===== src/rtl/uart_pkg.sv =====
// Shared definitions for the UART transmit path: parity and stop-bit
// encodings, the transmit state encoding and the parity rule.
package uart_pkg;

    localparam logic [1:0] PAR_NONE = 2'b00;
    localparam logic [1:0] PAR_ODD  = 2'b01;
    localparam logic [1:0] PAR_EVEN = 2'b10;

    localparam logic STOP_ONE = 1'b0;
    localparam logic STOP_TWO = 1'b1;

    typedef enum logic [2:0] {
        IDLE   = 3'd0,
        START  = 3'd1,
        DATA   = 3'd2,
        PARITY = 3'd3,
        STOP1  = 3'd4,
        STOP2  = 3'd5
    } tx_state_t;

    // Parity bit for a byte: odd -> ~^data, even -> ^data, otherwise 0.
    function automatic logic parity_calc(input logic [7:0] data, input logic [1:0] ptype);
        logic p_s;
        case (ptype)
            PAR_ODD:  p_s = ~^data;
            PAR_EVEN: p_s = ^data;
            PAR_NONE: p_s = 1'b0;
            default:  p_s = 1'b0;
        endcase
        return p_s;
    endfunction

    // Only the odd and even encodings add a parity bit to the frame.
    function automatic logic parity_enabled(input logic [1:0] ptype);
        logic en_s;
        case (ptype)
            PAR_ODD:  en_s = 1'b1;
            PAR_EVEN: en_s = 1'b1;
            PAR_NONE: en_s = 1'b0;
            default:  en_s = 1'b0;
        endcase
        return en_s;
    endfunction

endpackage


===== src/rtl/uart_bit_timer.sv =====
// Bit-period timer: counts 0..CLKS_PER_BIT-1 and raises a registered
// one-cycle bit_end strobe while the count sits at its last value.
// clear realigns the count to 0 so a new frame starts on a fresh bit.
module uart_bit_timer #(
    parameter int CLKS_PER_BIT = 868
) (
    input  logic clock,
    input  logic reset_n,
    input  logic clear,
    output logic bit_end
);

    localparam int CNT_W = (CLKS_PER_BIT > 2) ? $clog2(CLKS_PER_BIT) : 1;
    localparam logic [CNT_W-1:0] LAST_CNT = CNT_W'(CLKS_PER_BIT - 1);
    localparam logic [CNT_W-1:0] CNT_ONE  = CNT_W'(1);

    logic [CNT_W-1:0] count_r;
    logic [CNT_W-1:0] count_nxt_s;
    logic             bit_end_r;

    // Next count: restart on clear or at the end of a bit, otherwise advance.
    always_comb begin
        count_nxt_s = count_r;
        if (clear) begin
            count_nxt_s = '0;
        end else if (count_r == LAST_CNT) begin
            count_nxt_s = '0;
        end else begin
            count_nxt_s = count_r + CNT_ONE;
        end
    end

    // Count register plus strobe, registered so bit_end tracks count_r == LAST_CNT.
    always_ff @(posedge clock or negedge reset_n) begin
        if (!reset_n) begin
            count_r   <= '0;
            bit_end_r <= 1'b0;
        end else begin
            count_r   <= count_nxt_s;
            bit_end_r <= (count_nxt_s == LAST_CNT);
        end
    end

    assign bit_end = bit_end_r;

endmodule


===== src/rtl/uart_tx_ctrl.sv =====
// UART transmit sequencer: latches a byte and its framing on accept, then
// drives start, 8 data bits LSB-first, optional parity and 1 or 2 stop bits.
// done pulses in the first IDLE cycle, where a new send is already accepted,
// so frames can run back to back without an idle bit between them.
module uart_tx_ctrl
    import uart_pkg::*;
#(
    parameter int CLKS_PER_BIT = 868,
    parameter int DATA_WIDTH   = 8
) (
    input  logic                  clock,
    input  logic                  reset_n,
    input  logic                  send,
    input  logic [DATA_WIDTH-1:0] data_in,
    input  logic [1:0]            parity_type,
    input  logic                  stop_bits,
    output logic                  tx_out,
    output logic                  busy,
    output logic                  done
);

    localparam logic [2:0] LAST_IDX = 3'(DATA_WIDTH - 1);
    localparam logic [2:0] IDX_ONE  = 3'd1;

    tx_state_t             state_r;
    logic [DATA_WIDTH-1:0] shreg_r;
    logic [2:0]            bit_idx_r;
    logic                  parity_r;
    logic                  par_en_r;
    logic                  stop_sel_r;
    logic                  tx_out_r;
    logic                  busy_r;
    logic                  done_r;
    logic                  accept_s;
    logic                  bit_end_s;

    assign accept_s = send & (state_r == IDLE);

    uart_bit_timer #(
        .CLKS_PER_BIT(CLKS_PER_BIT)
    ) u_bit_timer (
        .clock   (clock),
        .reset_n (reset_n),
        .clear   (accept_s),
        .bit_end (bit_end_s)
    );

    // Frame sequencer: state, shift register, latched framing and registered outputs.
    always_ff @(posedge clock or negedge reset_n) begin
        if (!reset_n) begin
            state_r    <= IDLE;
            shreg_r    <= '0;
            bit_idx_r  <= 3'd0;
            parity_r   <= 1'b0;
            par_en_r   <= 1'b0;
            stop_sel_r <= STOP_ONE;
            tx_out_r   <= 1'b1;
            busy_r     <= 1'b0;
            done_r     <= 1'b0;
        end else begin
            done_r <= 1'b0;
            case (state_r)
                IDLE: begin
                    if (send) begin
                        shreg_r    <= data_in;
                        parity_r   <= parity_calc(data_in, parity_type);
                        par_en_r   <= parity_enabled(parity_type);
                        stop_sel_r <= stop_bits;
                        bit_idx_r  <= 3'd0;
                        state_r    <= START;
                        tx_out_r   <= 1'b0;
                        busy_r     <= 1'b1;
                    end else begin
                        tx_out_r <= 1'b1;
                        busy_r   <= 1'b0;
                    end
                end
                START: begin
                    if (bit_end_s) begin
                        state_r  <= DATA;
                        tx_out_r <= shreg_r[0];
                    end
                end
                DATA: begin
                    if (bit_end_s) begin
                        if (bit_idx_r == LAST_IDX) begin
                            if (par_en_r) begin
                                state_r  <= PARITY;
                                tx_out_r <= parity_r;
                            end else begin
                                state_r  <= STOP1;
                                tx_out_r <= 1'b1;
                            end
                        end else begin
                            // Next data bit is the one that moves into shreg_r[0].
                            shreg_r   <= {1'b0, shreg_r[DATA_WIDTH-1:1]};
                            tx_out_r  <= shreg_r[1];
                            bit_idx_r <= bit_idx_r + IDX_ONE;
                        end
                    end
                end
                PARITY: begin
                    if (bit_end_s) begin
                        state_r  <= STOP1;
                        tx_out_r <= 1'b1;
                    end
                end
                STOP1: begin
                    if (bit_end_s) begin
                        if (stop_sel_r == STOP_ONE) begin
                            state_r  <= IDLE;
                            busy_r   <= 1'b0;
                            done_r   <= 1'b1;
                            tx_out_r <= 1'b1;
                        end else begin
                            state_r  <= STOP2;
                            tx_out_r <= 1'b1;
                        end
                    end
                end
                STOP2: begin
                    if (bit_end_s) begin
                        state_r  <= IDLE;
                        busy_r   <= 1'b0;
                        done_r   <= 1'b1;
                        tx_out_r <= 1'b1;
                    end
                end
                default: begin
                    state_r  <= IDLE;
                    busy_r   <= 1'b0;
                    tx_out_r <= 1'b1;
                end
            endcase
        end
    end

    assign tx_out = tx_out_r;
    assign busy   = busy_r;
    assign done   = done_r;

endmodule


===== config.mk =====
export PLATFORM = sky130hd
export DESIGN_NAME = uart_tx_ctrl
export DESIGN_NICKNAME = d
export VERILOG_FILES = /design/src/rtl/uart_pkg.sv /design/src/rtl/uart_bit_timer.sv /design/src/rtl/uart_tx_ctrl.sv
export SDC_FILE = /design/constraint.sdc
export NUM_CORES = 1
export LEC_CHECK = 0
export ABC_CLOCK_PERIOD_IN_PS = 1600
export CAP_MARGIN = 0
export CORE_MARGIN = 3
export CORE_UTILIZATION = 50
export DETAILED_ROUTE_END_ITERATION = 7
export GPL_ROUTABILITY_DRIVEN = 1
export PLACE_DENSITY = 0.8
export SYNTH_ARGS = -nofsm -noshare
export SYNTH_HDL_FRONTEND = slang
export SYNTH_HIERARCHICAL = 1
export SYNTH_SLANG_ARGS = --single-unit

===== constraint.sdc =====
create_clock -name clock -period 1.6 [get_ports clock]
set_input_delay 0.24 -clock clock [delete_from_list [all_inputs] [get_ports clock]]
set_output_delay 0.24 -clock clock [all_outputs]
set_load 0.05 [all_outputs]

; Word level (Yosys, flattened, before mapping)
; Cells that the tools add are included.
[classes]
n_reduce_logical = 12
muxes = 38
add_sub_neg = 2
eq_ne = 20
bitwise = 2
[op_table]
columns = op, n
row1 = two-way mux 3 bit, 12
row2 = two-way mux 8 bit, 3
row3 = equality test 10 bit (second input constant), 2
row4 = two-way mux 10 bit, 2
row5 = case mux 3 bit (6 select lines), 1
row6 = case mux 8 bit (2 select lines), 1
row7 = two-way mux 1 bit, 14
row8 = != test 2 x 1 -> 1 bit (second input constant), 6
row9 = adder 10 x 1 -> 10 bit (second input constant), 1
row10 = equality test 3 bit (second input constant), 3
row11 = != test 2 bit (second input constant), 4
row12 = case mux 1 bit (4 select lines), 2
row13 = AND reduction 4 bit, 2
row14 = XNOR reduction 8 bit, 1
row15 = XOR reduction 8 bit, 1
row16 = AND reduction 7 bit, 1
row17 = equality test 3 x 2 -> 1 bit (second input constant), 2
row18 = case mux 3 bit (2 select lines), 1
row19 = OR reduction 3 bit, 2
row20 = case mux 1 bit (2 select lines), 2
row21 = adder 3 x 1 -> 3 bit (second input constant), 1
row22 = equality test 3 x 1 -> 1 bit (second input constant), 1
row23 = zero test 3 bit, 1
row24 = AND reduction 3 bit, 1
row25 = other kinds (7), 7
[totals]
wordCells = 85
reg_bits = 31
output_inout_bits = 3
in_bits = 14

; Depth between registers and ports, before layout
[depth]
word_depth = 4
mapped_depth = 7
mapped_depth_nobuf = 6

; By module
; The synthesis kept the hierarchy.
[by_module_without_submodules]
columns = mod, cells_each, n_inst, area_each_um2, seq_area_each_um2
row1 = uart_tx_ctrl, 118, 1, 1129.8, 501.7
row2 = uart_bit_timer, 55, 1, 546.8, 275.3

; Worst setup path after synthesis
; No wires, ideal clock.
[synth_timing]
path_type = flip-flop to flip-flop
from = register bit_idx_r[0]
to = register state_r[0]
arrival_time_ps = 1439
slack_ps = 43
n_path_buf = 0
synth_period_minus_slack_ps = 1557
required_time_ps = 1482
stages_incl_launch_ff = 7
setup_ps = 118
path_cell_list = dfrtp_1 -> ha_1 -> ha_1 -> a21o_1 -> a211oi_4 -> nor3_1 -> a21o_1
[synth_between]
elab_chain_cells = 3
[synth_lines]
columns = element, line
row1 = start: declaration, uart_tx_ctrl.sv:27  ; logic [2:0] bit_idx_r;
row2 = start signal: assignment, uart_tx_ctrl.sv:98  ; bit_idx_r <= bit_idx_r + IDX_ONE;
row3 = equality test 3 bit, uart_tx_ctrl.sv:86  ; if (bit_idx_r == LAST_IDX) begin
row4 = != test 2 bit (no line), --
row5 = AND reduction 7 bit (no line), --
row6 = end signal: assignment, uart_tx_ctrl.sv:80  ; state_r <= DATA;
row7 = end signal: assignment, uart_tx_ctrl.sv:88  ; state_r <= PARITY;
row8 = end signal: assignment, uart_tx_ctrl.sv:91  ; state_r <= STOP1;
row9 = end: declaration, uart_tx_ctrl.sv:25  ; tx_state_t state_r;
; Every way passes these cells.
; A chain may end at the register's enable or synchronous reset.

; Worst setup path in the final report
[layout_timing]
from = register bit_idx_r[0]
to = register bit_idx_r[0]
[layout_between]
elab_chain_cells = 4
word_cells_on_any_way = 7
classes_between = add/sub (1) / eq/ne (2) / mux (3) / reduce/logical (1)
[layout_lines]
columns = element, line
row1 = adder 3 x 1 -> 3 bit, uart_tx_ctrl.sv:98
row2 = two-way mux 3 bit, uart_tx_ctrl.sv:86
row3 = two-way mux 3 bit, uart_tx_ctrl.sv:85  ; if (bit_end_s) begin
row4 = case mux 3 bit (2 select lines), uart_tx_ctrl.sv:62  ; case (state_r)
; Parallel ways exist; a longest one is shown, timed or not. The select of a mux whose other input is x is not followed.

==> results.md <==
- Synthesized instance count: 173
- Worst Setup End Kind: flip-flop
- Type of the worst setup path: reg -> reg
- H-tree depth: 2
- Die area: 4084 sq um
- Clk sinks: 31
- Reg2Reg Setup Slack: -0.01 ns
- Post-synth EDFFs: 0
- Critical path arrival: 1.83 ns
- CP startpoint kind: flip-flop
- Port Buffer Count: 16
- Fin crit share: 1.007
- GP Congestion: 0.8675
- # diodes: 0
- DP Wirelength: 2524 um
- Final setup viols: 1
- Avg WL per Cell: 14.57 um
- Syn-to-layout area delta: 30.90%
- Fraction of layout cells with a size suffix above 1: 0.2864
- # Max-Cap Violations: 0
- Antenna-violating nets left: 0
- Maximum vdd drop: 710.6 uV
- Clk_skew: 0.006044 ns
- Largest net degree at the start of global routing: 32
- Detailed Route Iter0 Violations: 92
- RSZ-0062 raised after global routing: yes
- Overflow after GRT: 0
- Final WL: 3745 um
- Fin. max-slew vios: 0
- Seq cells post-synth: 31
- Worst r2r src: bit_idx_r[0]
- Status: finished, violations left
- Worst-margin pin slew: 0.3942 ns
- Distinct cells, synth: 42
- CTS tree: built
- Initial Util: 0.5360
- Asr flop ratio synth: 1.000
- Syn avg cell area: 9.691 sq um
- IO Pins: 17
- First-pass GRT wire length: 5906 um
- Setup WS pre-CTS: -0.1148 ns
- Fmax: 620.7 MHz
- Later-pin clock latency in the skew report: 0.33 ns
- Core Region: 3128 sq um
- Area of the mapped netlist: 1677 sq um
- Number of cell rows: 20
- Total number of yosys warnings: 6
- Hold WC Path Type: in -> async
- Failing checks: setup timing
- Tmin final: 1.611 ns
- Die W: 63.91 um
- Initial antenna violation count: 0
- Worst-path fanout max: 6
- CTS buffer count: 5
- Via count: 1405
- Max transition margin: 0.7372
- Post-route cell area: 2195 sq um
- Nets: 231
- Max clock buf depth: 2
- Number of global-route vias before repair: 1348
- Vias/cell: 5.467
- Clk root buf: clkbuf_4
- Clk pin slew, worst setup/hold paths: 0.09 ns
- DR pass1 iterations: 4
- Register area share after synthesis: 0.4634
- Pwr Density: 1321 nW/um^2
- Worst reg2reg endpoint: bit_idx_r[0]
- Gr usage total: 0.1861
- Leak pwr: 0.9781 nW
- Die Y: 63.91 um
- Data required, critical path: 1.82 ns
- Cell Area, Placed: 1973 sq um
- Syn nets: 192
- R2r worst-path depth: 6
- Setup WS post-layout: -0.01110 ns
- Post-cts hold buffer count: 0
- DR DRC count: 0
- Most common flop cell mapped by yosys: dfrtp_1
- Number of hold violations in the final report: 0
[power by group]
| group | switching (mW) | internal, mW |
|---|---|---|
| Clock | 0.266 | 0.258 |
| Combinational | 0.578 | 0.576 |
| Sequential | 0.204 | 1.02 |
| Total | 1.05 | 1.85 |
[flip-flops by register name, indices dropped and copies added (netlist names)]
name                 flops
par_en_r                 1
stop_sel_r               1
u_bit_timer/bit_end      1
bit_idx_r                3
done                     1
busy                     1
u_bit_timer/count_r     10
shreg_r                  8
state_r                  3
parity_r                 1
tx_out                   1
[how the worst max path moves through the flow]
stage	startpoint	endpoint	slack, ns	depth (start not counted)
3_5_place_dp	bit_idx_r[1]	bit_idx_r[2]	-0.11	7
2_1_floorplan	bit_idx_r[0]	state_r[0]	0.04	6
6_report	bit_idx_r[0]	bit_idx_r[0]	-0.01	6
3_3_place_gp	data_in[0]	parity_r	-0.06	6
5_1_grt	bit_idx_r[0]	shreg_r[2]	-0.11	8
4_1_cts	bit_idx_r[1]	bit_idx_r[0]	-0.02	6
[critical path, cell delays in order (launching register included)]
cell,delay (ns)
dfrtp_1,0.40
ha_2,0.20
ha_4,0.17
a2bb2oi_2,0.13
nor3_2,0.14
buf_6,0.17
mux2_4,0.30
[metrics by stage]
| step | hold slack [ns] | power [mW] | setup TNS [ns] | util | cells |
|---|---|---|---|---|---|
| 6_report | 0.2870 | 2.900 | -0.01110 | 0.7016 | 257 |
| 5_1_grt | 0.2964 | 3.087 | -0.8070 | 0.7016 | 257 |
| 4_1_cts | 0.2912 | 2.753 | -0.05605 | 0.6692 | 252 |
| 3_5_place_dp | 0.5162 | 2.184 | -1.176 | 0.6308 | 241 |
| 3_3_place_gp | 0.5061 | 2.131 | -0.3936 | 0.6308 | 241 |
| 2_1_floorplan | -0.05559 | 1.839 | 0 | - | 173 |
[routing by layer]
layer / global-route usage / routed length, um / part of all wire
met3: 0.04745 / 200 / 0.053
met4: 0.1051 / 86 / 0.023
met1: 0.2152 / 1531 / 0.41
met5: 0 / 0 / 0
met2: 0.3110 / 1927 / 0.51
[layout by cell type, fill, tap and decap left out, types with 3 or more instances in the layout]
cell type / Yosys / routed
xnor2_1: 13 / 13
nand4_1: 4 / 4
inv_1: 11 / 11
nor2_1: 28 / 22
buf_4: 1 / 21
mux2i_1: 8 / 8
clkbuf_4: 0 / 5
clkdlybuf4s50_1: 0 / 13
nor3_1: 3 / 3
nand2_1: 6 / 5
a21oi_1: 12 / 11
dfrtp_1: 30 / 28
o21ai_0: 8 / 6
ha_1: 5 / 3
nor2_2: 1 / 7
[what timing repair did]
| item | in CTS | in global routing |
|---|---|---|
| buffers inserted | 2 | 4 |
| setup endpoints to repair | 12 | 14 |
| resized for setup | 7 | 18 |
| cloned | 1 | 1 |
| pin swaps | 4 | 6 |
[logic make-up (layout without fill, tap and decap cells)]
group                      count (synthesis)  in the layout  share of synthesized area
xor gates and xnor gates                  15             15                    0.07836
buffers and inverters                     19             59                    0.04850
AOI/OAI and AO/OA                         36             36                     0.1433
adders and majority gates                  5              5                    0.03731
and+or+nand+nor                           57             57                     0.1679
DFF                                       31             31                     0.4634
muxes                                     10             10                    0.06119
[Yosys cell counts (2+ instances only)]
master / count / area [sq um]
nand3_1: 4 / 20.02
nand4_1: 4 / 25.02
a21o_1: 2 / 15.01
buf_2: 5 / 25.02
mux2_2: 2 / 22.52
xor2_1: 2 / 17.52
mux2i_1: 8 / 80.08
nor4_1: 2 / 12.51
o31ai_1: 2 / 15.01
nor2_1: 28 / 105.1
xnor2_1: 13 / 113.9
ha_1: 5 / 62.56
nand2b_1: 2 / 12.51
nand2_1: 6 / 22.52
a21oi_1: 12 / 60.06
dfrtp_1: 30 / 750.7
inv_1: 11 / 41.29
o22ai_1: 2 / 12.51
o21ai_0: 8 / 40.04
nor3_1: 3 / 15.01
[layout make-up]
cell class	count	area [sq um]
Fill cell	229	933.4
Inverter	12	45.04
Timing Repair Buffer	39	370.4
Multi-Input combinational cell	123	875.8
Clock buffer	8	68.82
Tap cell	44	55.05
Sequential cell	31	779.5
(Power assumes the default switching activity.)
